==> config.mk <==
export PLATFORM = sky130hd
export DESIGN_NAME = tmds_encoder
export DESIGN_NICKNAME = d
export VERILOG_FILES = /design/src/rtl/tmds_encoder.sv
export SDC_FILE = /design/constraint.sdc
export NUM_CORES = 1
export LEC_CHECK = 0
export BUFFER_PORTS_ARGS = -buffer_cell sky130_fd_sc_hd__buf_2
export CAP_MARGIN = 20
export CELL_PAD_IN_SITES_DETAIL_PLACEMENT = 0
export CELL_PAD_IN_SITES_GLOBAL_PLACEMENT = 1
export CORE_MARGIN = 5
export CORE_UTILIZATION = 40
export CTS_BUF_LIST = sky130_fd_sc_hd__clkbuf_16
export DETAILED_ROUTE_END_ITERATION = 8
export PLACE_DENSITY_LB_ADDON = 0.1
export SLEW_MARGIN = 20
export SYNTH_ARGS = -nofsm -noshare
export SYNTH_HDL_FRONTEND = slang
export SYNTH_SLANG_ARGS = --single-unit
==> constraint.sdc <==
create_clock -name clk -period 6.27 [get_ports clk]
set_input_delay 0.3135 -clock clk [delete_from_list [all_inputs] [get_ports clk]]
set_output_delay 0.3135 -clock clk [all_outputs]
set_load 0.1 [all_outputs]
==> src/rtl/tmds_encoder.sv <==
// DVI 1.0 TMDS 8b/10b encoder: blue/green/red channels, 2-stage pipeline, per-channel running disparity.
// Optional macro TMDS_OUT_REG_EN adds an output register stage (latency 3 instead of 2).
module tmds_encoder #(
  parameter int CNT_W = 5
) (
  input  logic       clk,
  input  logic       reset,
  input  logic       DE,
  input  logic       hSync,
  input  logic       vSync,
  input  logic [7:0] red,
  input  logic [7:0] green,
  input  logic [7:0] blue,
  output logic [9:0] tmds_blue,
  output logic [9:0] tmds_green,
  output logic [9:0] tmds_red
);

  typedef logic signed [CNT_W:0]   disp_t;
  typedef logic signed [CNT_W-1:0] cnt_t;

  localparam logic [9:0] CTRL_00 = 10'b1101010100;
  localparam logic [9:0] CTRL_01 = 10'b0010101011;
  localparam logic [9:0] CTRL_10 = 10'b0101010100;
  localparam logic [9:0] CTRL_11 = 10'b1010101011;

  localparam disp_t ZERO    = '0;
  localparam disp_t TWO     = disp_t'(2);
  localparam disp_t EIGHT   = disp_t'(8);
  localparam cnt_t  CNT_MAX = {1'b0, {(CNT_W-1){1'b1}}};
  localparam cnt_t  CNT_MIN = {1'b1, {(CNT_W-1){1'b0}}};

  function automatic logic [3:0] ones8(input logic [7:0] v);
    logic [3:0] n;
    n = '0;
    for (int i = 0; i < 8; i++) n = n + {3'b000, v[i]};
    return n;
  endfunction

  function automatic logic [8:0] qm_calc(input logic [7:0] d);
    logic [3:0] n1;
    logic       use_xnor;
    logic [8:0] q;
    n1       = ones8(d);
    use_xnor = (n1 > 4'd4) || ((n1 == 4'd4) && !d[0]);
    q        = '0;
    q[0]     = d[0];
    for (int i = 1; i < 8; i++) q[i] = use_xnor ? ~(q[i-1] ^ d[i]) : (q[i-1] ^ d[i]);
    q[8]     = ~use_xnor;
    return q;
  endfunction

  function automatic logic [9:0] ctrl_code(input logic [1:0] c);
    logic [9:0] code;
    unique case (c)
      2'b00:   code = CTRL_00;
      2'b01:   code = CTRL_01;
      2'b10:   code = CTRL_10;
      default: code = CTRL_11;
    endcase
    return code;
  endfunction

  function automatic void encode_sym(
    input  logic       de,
    input  logic [1:0] ctrl,
    input  logic [8:0] qm,
    input  cnt_t       cnt,
    output logic [9:0] sym,
    output cnt_t       cnt_nx
  );
    disp_t cnt_x, diff, bias, sum;
    cnt_x = disp_t'(cnt);
    diff  = (disp_t'(ones8(qm[7:0])) <<< 1) - EIGHT;   // N1q - N0q
    bias  = qm[8] ? TWO : ZERO;
    if (!de) begin
      sym = ctrl_code(ctrl);
      sum = ZERO;
    end else if (cnt_x == ZERO || diff == ZERO) begin
      sym = {~qm[8], qm[8], qm[8] ? qm[7:0] : ~qm[7:0]};
      sum = qm[8] ? cnt_x + diff : cnt_x - diff;
    end else if ((cnt_x > ZERO && diff > ZERO) || (cnt_x < ZERO && diff < ZERO)) begin
      sym = {1'b1, qm[8], ~qm[7:0]};
      sum = cnt_x + bias - diff;
    end else begin
      sym = {1'b0, qm[8], qm[7:0]};
      sum = cnt_x + diff - (TWO - bias);
    end
    // Saturate rather than wrap; unreachable for legal CNT_W since |cnt| stays within 10.
    if (sum[CNT_W] != sum[CNT_W-1]) cnt_nx = sum[CNT_W] ? CNT_MIN : CNT_MAX;
    else                            cnt_nx = cnt_t'(sum[CNT_W-1:0]);
  endfunction

  logic [7:0] data_in [3];
  assign data_in[0] = blue;
  assign data_in[1] = green;
  assign data_in[2] = red;

  logic       de_s1_q;
  logic [1:0] ctrl_s1_q;
  logic [8:0] qm_s1_q [3];

  always_ff @(posedge clk or negedge reset) begin
    if (!reset) begin
      de_s1_q   <= 1'b0;
      ctrl_s1_q <= 2'b00;
      for (int c = 0; c < 3; c++) qm_s1_q[c] <= '0;
    end else begin
      de_s1_q   <= DE;
      ctrl_s1_q <= {vSync, hSync};
      for (int c = 0; c < 3; c++) qm_s1_q[c] <= qm_calc(data_in[c]);
    end
  end

  logic [9:0] sym_d [3];
  logic [9:0] sym_q [3];
  cnt_t       cnt_d [3];
  cnt_t       cnt_q [3];

  // Only the blue channel carries sync; green and red always send control code 00.
  always_comb begin
    for (int c = 0; c < 3; c++) begin
      sym_d[c] = CTRL_00;
      cnt_d[c] = '0;
      encode_sym(de_s1_q, (c == 0) ? ctrl_s1_q : 2'b00, qm_s1_q[c], cnt_q[c],
                 sym_d[c], cnt_d[c]);
    end
  end

  always_ff @(posedge clk or negedge reset) begin
    if (!reset) begin
      for (int c = 0; c < 3; c++) begin
        sym_q[c] <= CTRL_00;
        cnt_q[c] <= '0;
      end
    end else begin
      for (int c = 0; c < 3; c++) begin
        sym_q[c] <= sym_d[c];
        cnt_q[c] <= cnt_d[c];
      end
    end
  end

`ifdef TMDS_OUT_REG_EN
  logic [9:0] out_q [3];

  always_ff @(posedge clk or negedge reset) begin
    if (!reset) begin
      for (int c = 0; c < 3; c++) out_q[c] <= CTRL_00;
    end else begin
      for (int c = 0; c < 3; c++) out_q[c] <= sym_q[c];
    end
  end

  assign tmds_blue  = out_q[0];
  assign tmds_green = out_q[1];
  assign tmds_red   = out_q[2];
`else
  assign tmds_blue  = sym_q[0];
  assign tmds_green = sym_q[1];
  assign tmds_red   = sym_q[2];
`endif

endmodule

==> metrics.log <==
INFO  metric outcome = finished clean
INFO  metric dp_cells = 905
INFO  metric numPortBuffers = 58
INFO  metric share_of_the_synthesized_area_in_compound_gates_ao_oa_aoi_oai = 0.115
INFO  metric async_reset_ff_frac = 1.00
INFO  metric yosysWarnings = 0
INFO  metric die_area = 0.0187 mm2
INFO  metric final_layout_size_suffix_gt1_frac = 0.169
INFO  metric synth_top_flop_cell = sky130_fd_sc_hd__dfrtp_1
INFO  metric post_synth.cell_area_avg = 10.1 um2
INFO  metric grt_first_pass_wirelength = 23.2 mm
INFO  metric worstSetupStartpointType = flip-flop
INFO  metric synth_enable_flop_cells = 0
INFO  metric finalSetupTns = 0 ps
INFO  metric timing_worst_slew_pin_value = 952 ps
INFO  metric hold_violations = 0
INFO  metric post_synth_xor_area_fraction = 0.135
INFO  metric post_synth_num_cell_types = 54
INFO  metric antenna-diode-count = 0
INFO  metric grt_pass1_vias = 4,695
INFO  metric drt-met1-wl = 6.21 mm
INFO  metric critical-path-top-cell-by-count = sky130_fd_sc_hd__fa_1
INFO  metric synth.net_count = 785
INFO  metric rsz0062_at_grt = false
INFO  metric top_layer_used = met4
INFO  metric crit_family = adder cells
INFO  metric synth_sequential_area_ratio = 0.295
INFO  metric timing.critical_path.arrival = 6100 ps
INFO  metric wl_met2 = 6.68 mm
INFO  metric cp-end-kind = flip-flop
INFO  metric vias = 4,277
INFO  metric drt.antenna.violating_nets = 0
INFO  metric cp.buffers_inverters = 4
INFO  metric num_rows = 46
INFO  metric grt_max_degree = 76
INFO  metric met3_length = 314 um
INFO  metric floorplan.initialDensity = 0.406
INFO  metric tritoncts_buffers = 9
INFO  metric cts_root_buffer = sky130_fd_sc_hd__clkbuf_16
INFO  metric post_cts.resized_instances = 0
INFO  metric dp.final_hpwl = 11.1 mm
INFO  metric fin_crit_sh = 0.936
INFO  metric period_needed = 5870 ps
INFO  metric tritoncts_num_sinks = 75
INFO  metric drt_pre_antenna_iters = 4
INFO  metric post-cts-setup-buffer-count = 0
INFO  metric core_area = 0.0158 mm2
INFO  metric detail_route.vias_per_cell = 4.64
INFO  metric synth_top_family_by_area = adder cells
INFO  metric crit_type = flip-flop to flip-flop
INFO  metric post-route-drc-count = 0
INFO  metric cts_hold_buffers = 0
INFO  metric die_w = 137 um
INFO  metric post_drt_wl_per_cell = 14.5 um
INFO  metric crit_path_max_incr_delay = 550 ps
INFO  metric finClkSkew = 14.1 ps
INFO  metric vertical_extent_of_the_die = 137 um
INFO  metric grt_antenna_before_repair = 0
INFO  metric max_cap_viols = 0
INFO  metric postSynthRegisterBits = 75
INFO  metric cts_tree = done
INFO  metric yosys.area_share.adder = 0.283
INFO  metric clock.fmax = 0.170 GHz
INFO  metric crit_fanout = 5
INFO  metric max-slew-margin-rel = 0.365
INFO  metric post_synthesis_instance_area = 0.00642 mm2
INFO  metric boundaryPins = 59
INFO  metric syn_inst = 636
INFO  metric synth-simple-area-share = 0.0692
INFO  metric synth_mux_area_frac = 0.0242
INFO  metric worst_path_max_delay_cell = sky130_fd_sc_hd__fa_1
INFO  metric hp-class = input port to flip-flop
INFO  metric slew_violations = 0
INFO  metric path_cells = inv_1 -> fa_1 -> fa_1 -> fa_1 -> inv_1 -> ha_1 -> fa_1 -> inv_1 -> fa_1 -> xnor2_1 -> o311ai_0 -> mux2i_1 -> o211ai_1 -> mux2i_1 -> and3_4 -> inv_1 -> ha_1 -> nand2_1 -> mux2_2
INFO  metric h_tree_level_count = 3
INFO  metric worstSkewPairLatency = 340 ps
INFO  metric drtIter0Drc = 185
INFO  metric finalSetupViolCount = 0
INFO  metric grt.total_usage = 0.159
INFO  metric finish.cell_count_without_fillers = 921
INFO  metric routabilityCongestion = 0.858
INFO  metric routed_wl = 13.4 mm
INFO  metric crit_required = 6500 ps
INFO  metric grt_overflow = 0
INFO  metric cts.path.max_buffers = 2
INFO  metric final_nets = 849
INFO  metric clkSlewWorstSetupHoldPaths = 70 ps
INFO  metric syn_to_final_growth = 13.5%
## path summary, 6_finish.rpt
kind                                 start      endpoint  slack (ps)  cells past startpoint
worst min register to register  qm_s1_q[4]   tmds_red[4]         520                      2
worst max register to register  qm_s1_q[0]      cnt_q[0]         400                     19
worst min-delay path                 vSync  ctrl_s1_q[1]          80                      1
worst max-delay path            qm_s1_q[0]      cnt_q[0]         400                     19
min in group asynchronous            reset   qm_s1_q[26]         110                      1
max in group asynchronous            reset       de_s1_q        5530                      1
## placed cells by master, fill, tap and decap left out, types with 7 or more instances in the layout
master / netlist / routed
sky130_fd_sc_hd__inv_1: 120 / 120
sky130_fd_sc_hd__ha_1: 78 / 78
sky130_fd_sc_hd__xnor2_1: 73 / 73
sky130_fd_sc_hd__dfrtp_1: 60 / 60
sky130_fd_sc_hd__buf_2: 0 / 57
sky130_fd_sc_hd__fa_1: 42 / 42
sky130_fd_sc_hd__a21oi_1: 39 / 39
sky130_fd_sc_hd__nor2_1: 35 / 35
sky130_fd_sc_hd__xor2_1: 26 / 26
sky130_fd_sc_hd__nand2_1: 26 / 26
sky130_fd_sc_hd__dfstp_2: 15 / 15
sky130_fd_sc_hd__o21ai_0: 13 / 13
sky130_fd_sc_hd__clkbuf_16: 0 / 9
sky130_fd_sc_hd__a21o_1: 7 / 7
sky130_fd_sc_hd__o21bai_1: 7 / 7
sky130_fd_sc_hd__o22ai_1: 7 / 7
## per-stage QoR
step | hold slack, ps | worst slack, ps | area, um2 | utilization
finish | 84.5 | 399 | 7290 | 0.461
global route | 65.8 | 163 | 7290 | 0.461
CTS | 66.2 | 422 | 7290 | 0.461
detailed placement | 424 | 432 | 6970 | 0.441
global placement | 424 | 554 | 6970 | 0.441
floorplan | 17.9 | 894 | 6420 | -
## flip-flops by register name, indices dropped and copies added (netlist names)
| name | flops |
|---|---|
| qm_s1_q | 27 |
| cnt_q | 15 |
| tmds_blue | 10 |
| tmds_green | 10 |
| tmds_red | 10 |
| ctrl_s1_q | 2 |
| de_s1_q | 1 |
## metal layers
| layer | vias up | GRT usage |
|---|---|---|
| li1 | 2169 | - |
| met1 | 2050 | 0.208 |
| met2 | 41 | 0.272 |
| met3 | 17 | 0.0246 |
| met4 | 0 | 0.0465 |
| met5 | - | 0 |
## kinds of logic after synthesis
family	count (synthesis)
AND/OR/NAND/NOR	92
flip-flops	75
multiplexers	13
adder cells (fa/ha/maj)	120
buffers and inverters	132
AO/OA/AOI/OAI	105
XOR/XNOR	99
## layout make-up
| cell class | count | area, um2 |
|---|---|---|
| well taps | 216 | 270 |
| multi-input cells | 429 | 4020 |
| clock buffers | 9 | 225 |
| clock inverters | 7 | 91.3 |
| fillers | 1513 | 8540 |
| flip-flops and latches | 75 | 1900 |
| inverters | 123 | 464 |
| repair buffers | 62 | 323 |
## synthesized netlist by cell type (all sizes together) (7+ instances only)
library cell / number / area share
o22ai: 10 / 0.014
dfrtp: 60 / 0.23
xor2: 26 / 0.035
dfstp: 15 / 0.061
xnor2: 73 / 0.10
nand2: 26 / 0.015
o21ai: 13 / 0.010
a31oi: 8 / 0.015
fa: 42 / 0.13
ha: 78 / 0.15
inv: 122 / 0.072
o21bai: 7 / 0.0082
nor2: 35 / 0.020
a21o: 7 / 0.0082
a21oi: 39 / 0.030
mux2i: 9 / 0.017
Power is not shown: default switching activity piles up to over one toggle a cycle in this logic, so the estimate is an artifact.
